<file path="config.mk">
export PLATFORM = sky130hd
export DESIGN_NAME = display_scan_ctrl
export DESIGN_NICKNAME = d
export VERILOG_FILES = /design/src/rtl/display_pkg.sv /design/src/rtl/seg7_hex_decode.sv /design/src/rtl/display_scan_ctrl.sv
export SDC_FILE = /design/constraint.sdc
export NUM_CORES = 1
export LEC_CHECK = 0
export BUFFER_PORTS_ARGS = -buffer_cell sky130_fd_sc_hd__buf_2
export CORE_MARGIN = 2
export CORE_UTILIZATION = 53
export DETAILED_ROUTE_END_ITERATION = 8
export GPL_TIMING_DRIVEN = 0
export PLACE_DENSITY = 0.76
export SLEW_MARGIN = 20
export SYNTH_ARGS = -nofsm -noshare
export SYNTH_HDL_FRONTEND = slang
export SYNTH_SLANG_ARGS = --single-unit
</file>
<file path="constraint.sdc">
create_clock -name clk -period 2.2 [get_ports clk]
set_clock_uncertainty 0.15 [all_clocks]
set_input_delay 0.55 -clock clk [delete_from_list [all_inputs] [get_ports clk]]
set_output_delay 0.55 -clock clk [all_outputs]
set_load 0.005 [all_outputs]
</file>
<file path="src/rtl/display_pkg.sv">
// Shared types and constants for the 7-segment scan controller.
// Contents: digit count, segment/nibble types, blanking constants and
// the scan FSM state enum.
package display_pkg;
  localparam int DIGITS = 4;
  localparam int IDX_W  = $clog2(DIGITS);

  typedef logic [6:0] seg_t;     // active-low, bit0=a .. bit6=g
  typedef logic [3:0] nibble_t;

  localparam seg_t              SEG_BLANK = 7'h7F;
  localparam logic [DIGITS-1:0] AN_OFF    = 4'hF;

  typedef enum logic {BLANK, SHOW} scan_state_t;
endpackage

</file>
<file path="src/rtl/seg7_hex_decode.sv">
// Combinational hex nibble to active-low 7-segment pattern (0-9, A, b, C, d, E, F).
// Ports:
//   nib  in   hex digit
//   seg  out  segments, active-low, bit0=a .. bit6=g
module seg7_hex_decode
  import display_pkg::*;
(
  input  nibble_t nib,
  output seg_t    seg
);
  always_comb begin
    seg = SEG_BLANK;
    case (nib)
      4'h0: seg = 7'h40;
      4'h1: seg = 7'h79;
      4'h2: seg = 7'h24;
      4'h3: seg = 7'h30;
      4'h4: seg = 7'h19;
      4'h5: seg = 7'h12;
      4'h6: seg = 7'h02;
      4'h7: seg = 7'h78;
      4'h8: seg = 7'h00;
      4'h9: seg = 7'h10;
      4'hA: seg = 7'h08;
      4'hB: seg = 7'h03;
      4'hC: seg = 7'h46;
      4'hD: seg = 7'h21;
      4'hE: seg = 7'h06;
      4'hF: seg = 7'h0E;
      default: seg = SEG_BLANK;
    endcase
  end
endmodule

</file>
<file path="src/rtl/display_scan_ctrl.sv">
// Time-multiplexed scan controller for a 4-digit common-anode 7-segment
// display. One digit is enabled per slot after a short all-off dead time;
// new frames are double-buffered and swapped in only at frame boundaries.
// Build option: define DISP_LZ_BLANK_EN for leading-zero blanking.
// Ports:
//   clk, rst_n   clock, async active-low reset
//   in_valid     frame offered on in_digits (nibble k = digit k, k=0 rightmost)
//   in_ready     pending buffer empty; accept = in_valid && in_ready
//   an_n         digit enables, active-low
//   seg_n        segments, active-low
//   frame_done   one-cycle pulse after digit 3's slot ends
module display_scan_ctrl
  import display_pkg::*;
#(
  parameter int CLK_HZ   = 100_000_000,
  parameter int SCAN_HZ  = 1000,
  parameter int DEAD_CYC = 2
) (
  input  logic                clk,
  input  logic                rst_n,
  input  logic                in_valid,
  input  logic [4*DIGITS-1:0] in_digits,
  output logic                in_ready,
  output logic [DIGITS-1:0]   an_n,
  output seg_t                seg_n,
  output logic                frame_done
);
  localparam int DIV   = CLK_HZ / SCAN_HZ;
  localparam int CNT_W = (DIV > 1) ? $clog2(DIV) : 1;
  localparam logic [CNT_W-1:0] CNT_LAST  = CNT_W'(DIV - 1);
  localparam logic [CNT_W-1:0] DEAD_LAST = CNT_W'(DEAD_CYC - 1);

  logic [CNT_W-1:0]        cnt;
  logic [IDX_W-1:0]        idx;
  scan_state_t             state, state_nxt;
  logic [DIGITS-1:0][3:0]  active, pending;
  logic                    pending_full;
  logic                    tick, boundary, blank_digit;
  nibble_t                 cur_nib;
  seg_t                    dec_seg, seg_nxt;
  logic [DIGITS-1:0]       an_nxt;

  assign tick     = (cnt == CNT_LAST);
  assign boundary = tick && (idx == IDX_W'(DIGITS - 1));
  assign in_ready = !pending_full;
  assign cur_nib  = active[idx];

  seg7_hex_decode u_dec (.nib(cur_nib), .seg(dec_seg));

`ifdef DISP_LZ_BLANK_EN
  // lz[k]: digit k and every digit above it are zero
  logic [DIGITS-1:0] lz;
  logic              lz_acc;
  always_comb begin
    lz     = '0;
    lz_acc = 1'b1;
    for (int k = DIGITS - 1; k >= 0; k--) begin
      lz_acc = lz_acc && (active[k] == 4'h0);
      lz[k]  = lz_acc;
    end
  end
  assign blank_digit = lz[idx] && (idx != '0);
`else
  assign blank_digit = 1'b0;
`endif

  // prescaler and digit index
  always_ff @(posedge clk or negedge rst_n) begin
    if (!rst_n) begin
      cnt <= '0;
      idx <= '0;
    end else begin
      cnt <= tick ? '0 : cnt + 1'b1;
      if (tick) idx <= idx + 1'b1;
    end
  end

  always_ff @(posedge clk or negedge rst_n) begin
    if (!rst_n) state <= BLANK;
    else        state <= state_nxt;
  end

  // Outputs are registered from the next state. Entering or staying in SHOW
  // never coincides with a tick, so idx and active are already stable and
  // the decoder can sit directly on active[idx].
  always_comb begin
    state_nxt = state;
    an_nxt    = AN_OFF;
    seg_nxt   = SEG_BLANK;
    case (state)
      BLANK: if (cnt == DEAD_LAST) state_nxt = SHOW;
      SHOW:  ;
      default: state_nxt = BLANK;
    endcase
    if (tick) state_nxt = BLANK;
    if (state_nxt == SHOW) begin
      an_nxt  = ~({{(DIGITS-1){1'b0}}, 1'b1} << idx);
      seg_nxt = blank_digit ? SEG_BLANK : dec_seg;
    end
  end

  always_ff @(posedge clk or negedge rst_n) begin
    if (!rst_n) begin
      an_n       <= AN_OFF;
      seg_n      <= SEG_BLANK;
      frame_done <= 1'b0;
    end else begin
      an_n       <= an_nxt;
      seg_n      <= seg_nxt;
      frame_done <= boundary;
    end
  end

  // Double buffer. Accept and transfer are exclusive: accept needs
  // pending empty, transfer needs it full.
  always_ff @(posedge clk or negedge rst_n) begin
    if (!rst_n) begin
      pending      <= '0;
      active       <= '0;
      pending_full <= 1'b0;
    end else if (in_valid && in_ready) begin
      pending      <= in_digits;
      pending_full <= 1'b1;
    end else if (boundary && pending_full) begin
      active       <= pending;
      pending_full <= 1'b0;
    end
  end
endmodule
</file>
==> results.toml <==
[timing]
setup_viol = 0
hold_viol = 0
period_minus_slack_ns = 2.16
fmax_mhz = 463
rsz0062_at_grt = "true"
slew_viol_final = 0
fin_ws_ns = 0.0418
relSlewSlack = 0.491
tightestPinTransition_ns = 0.764
fin_crit_sh = 0.981
tns_ns = 0
holdWs_ns = 0.138

[synthesis]
synth-seq-cells = 65
synth_seq_area_share = 0.529
synth_xor_area_frac = 0.0424
syn_inst = 257
avgSynthCellArea_sq_um = 12.1
async_flop_share = 1.00
synth_edf_count = 0
yosysMostFrequentCell = "dfrtp_1"
synth_nets = 288
synthDistinctLibCells = 43
synthMuxAreaShare = 0.169
synth_top_area_frac = 0.436
synthTopCellsByCount = "dfrtp_1, mux2_2, nand2_1, nor2_1, ha_1"
yosys_warnings = 0
synthSimpleGateAreaFrac = 0.136
synthFlopType = "dfrtp_1"
synthAdderAreaFrac = 0.0484
synth_largest_area_cell = "dfrtp_1"
synth-compound-area-share = 0.0440
synth_area_leaders = "dfrtp_1, dfstp_2, mux2_2"
netlist_area_sq_um = 3100
synth_top_family_by_area = "multiplexers"

[worst_setup_path]
cp.required_ns = 2.32
start_kind = "flop"
critPathArrivalTime_ns = 2.28
end_kind = "flop"
path_class = "flop to flop"
critPathMaxFanout = 7

[grt]
grt_use_total = 0.203
grt_pass1_wl_mm = 9.81
antenna_found_initial = 0
grt_overflow_total = 0
grt_max_degree = 66
grt_pass1_vias = 2029

[clock_tree]
h-tree-depth = 3
cts_tree = "built"
holdBufCountCts = 0
clock_latency_ns = 0.35
cts-root-buf = "clkbuf_8"
numCtsBuffers = 9
cts_sinks = 65
clkSlewWorstSetupHoldPaths_ns = 0.07
clk_path_buf_depth = 2

[final_layout]
utilization = 0.666
fin_nets = 345
fillers = 428
multi_input_area_sq_um = 1420
syn2layout_area_growth_pct = 19.7
final-seq-area_sq_um = 1640
diodes = 0
drive_gt1_frac = 0.412

[place]
gp_congestion = 0.838
hpwl_mm = 3.78
port_buffers = 31
dpl_worst_slack_ns = -0.209

[power_and_ir_drop]
power_density_nw_per_um2 = 586
fin_total_pwr_mw = 2.17
p_leak_nw = 1.70
ir_worst_vdd_mv = 0.428

[route]
routedWlPerCell_um = 14.9
firstDrtPassIters = 4
wl_mm = 5.80
num_vias = 2113
vias_per_cell = 5.42
drc = 0
drtIter0Drc = 160
antenna_left = 0

[floorplanning]
io_pins = 32
die-height_um = 80.5
initial_core_util = 0.556
core-area_sq_um = 5570
rows = 27
fp.dieArea_sq_um = 6480
die_w_um = 80.5

[outcome]
status = "finished, final reports clean"

[hold_path]
min_path_type = "input pin to async pin"

[job]
max-cap-violations = 0
[logic make-up after synthesis]
kind of cell | Yosys count
buf+inv | 21
fa+ha+maj | 12
xor+xnor | 15
compound gates | 20
mux | 41
simple gates | 83
flops | 65
[repair_timing]
action,4_1_cts,5_1_grt
pin swaps,1,6
buffers inserted,3,12
gates cloned,0,0
gates resized for setup,4,23
endpoints found under the setup margin,14,11
[metal layers]
layer  up-vias  routed length (um)  track usage
li1       1007                   -            -
met1      1046                2720        0.279
met2        48                2720        0.297
met3        12                 217       0.0517
met4         0                 138        0.107
met5         -                   0            0
[registers in the layout, summed over array words and instances, names as in the netlist]
name and flops:
cnt 17, active 16, an_n 4, frame_done 1
pending_full 1, seg_n 7, idx 2, state 1
pending 16
[layout make-up]
cell class / count / share of cell area
flip-flops and latches: 65 / 0.442
inverters: 11 / 0.0125
plain buffers: 10 / 0.0175
clock buffers: 11 / 0.0381
repair buffers: 46 / 0.0782
well taps: 72 / 0.0243
multi-input cells: 171 / 0.382
clock inverters: 4 / 0.00539
[worst paths after layout]
path | slack [ns] | cells after the start | endpoint | from
setup / recovery | 0.04 | 7 | seg_n[0] | idx[0]
hold / removal | 0.14 | 1 | pending[12] | rst_n
setup reg to reg | 0.04 | 7 | seg_n[0] | idx[0]
hold reg to reg | 0.34 | 1 | cnt[4] | cnt[4]
max in group asynchronous | 1.27 | 1 | cnt[0] | rst_n
min in group clk | 0.28 | 2 | pending[11] | in_digits[11]
[through the flow]
stage               instance area [sq um]  instances
CTS                                  3550        378
detailed placement                   3350        360
finish                               3710        390
floorplan                            3100        257
global route                         3710        390
global placement                     3340        360
[power breakdown]
part / switching (mW) / total [mW] / internal, mW / leakage (nW)
Clock: 0.430 / 0.855 / 0.425 / 0.0887
Sequential: 0.0183 / 1.25 / 1.23 / 0.819
Combinational: 0.0323 / 0.0690 / 0.0367 / 0.797
[critical path, stage by stage, from the launching register on]
cell and delay [ns]:
dfrtp_1 0.39, buf_6 0.15, mux4_2 0.59, buf_6 0.16, ha_4 0.18, a311o_1 0.27, nand4_1 0.10, o21ai_1 0.08
[cells in the final DEF, fill, tap and decap left out, types with 3 or more instances in the layout]
cell and n:
dfrtp_1 54, buf_2 31, mux2_2 24, nand2_1 20, nor2_1 19, buf_4 14, nand3_1 11, dfstp_2 11
clkbuf_8 10, inv_1 9, xnor2_1 9, mux2_4 9, nor3_1 8, ha_1 8, xor2_1 6, mux2i_1 5
o21ai_0 5, and3_1 4, clkinv_2 4, clkbuf_2 3, nand2_2 3, buf_6 3, mux4_2 3, a22oi_1 3
nand4_1 3, clkbuf_1 3
Power figures use the tool's default switching activity.
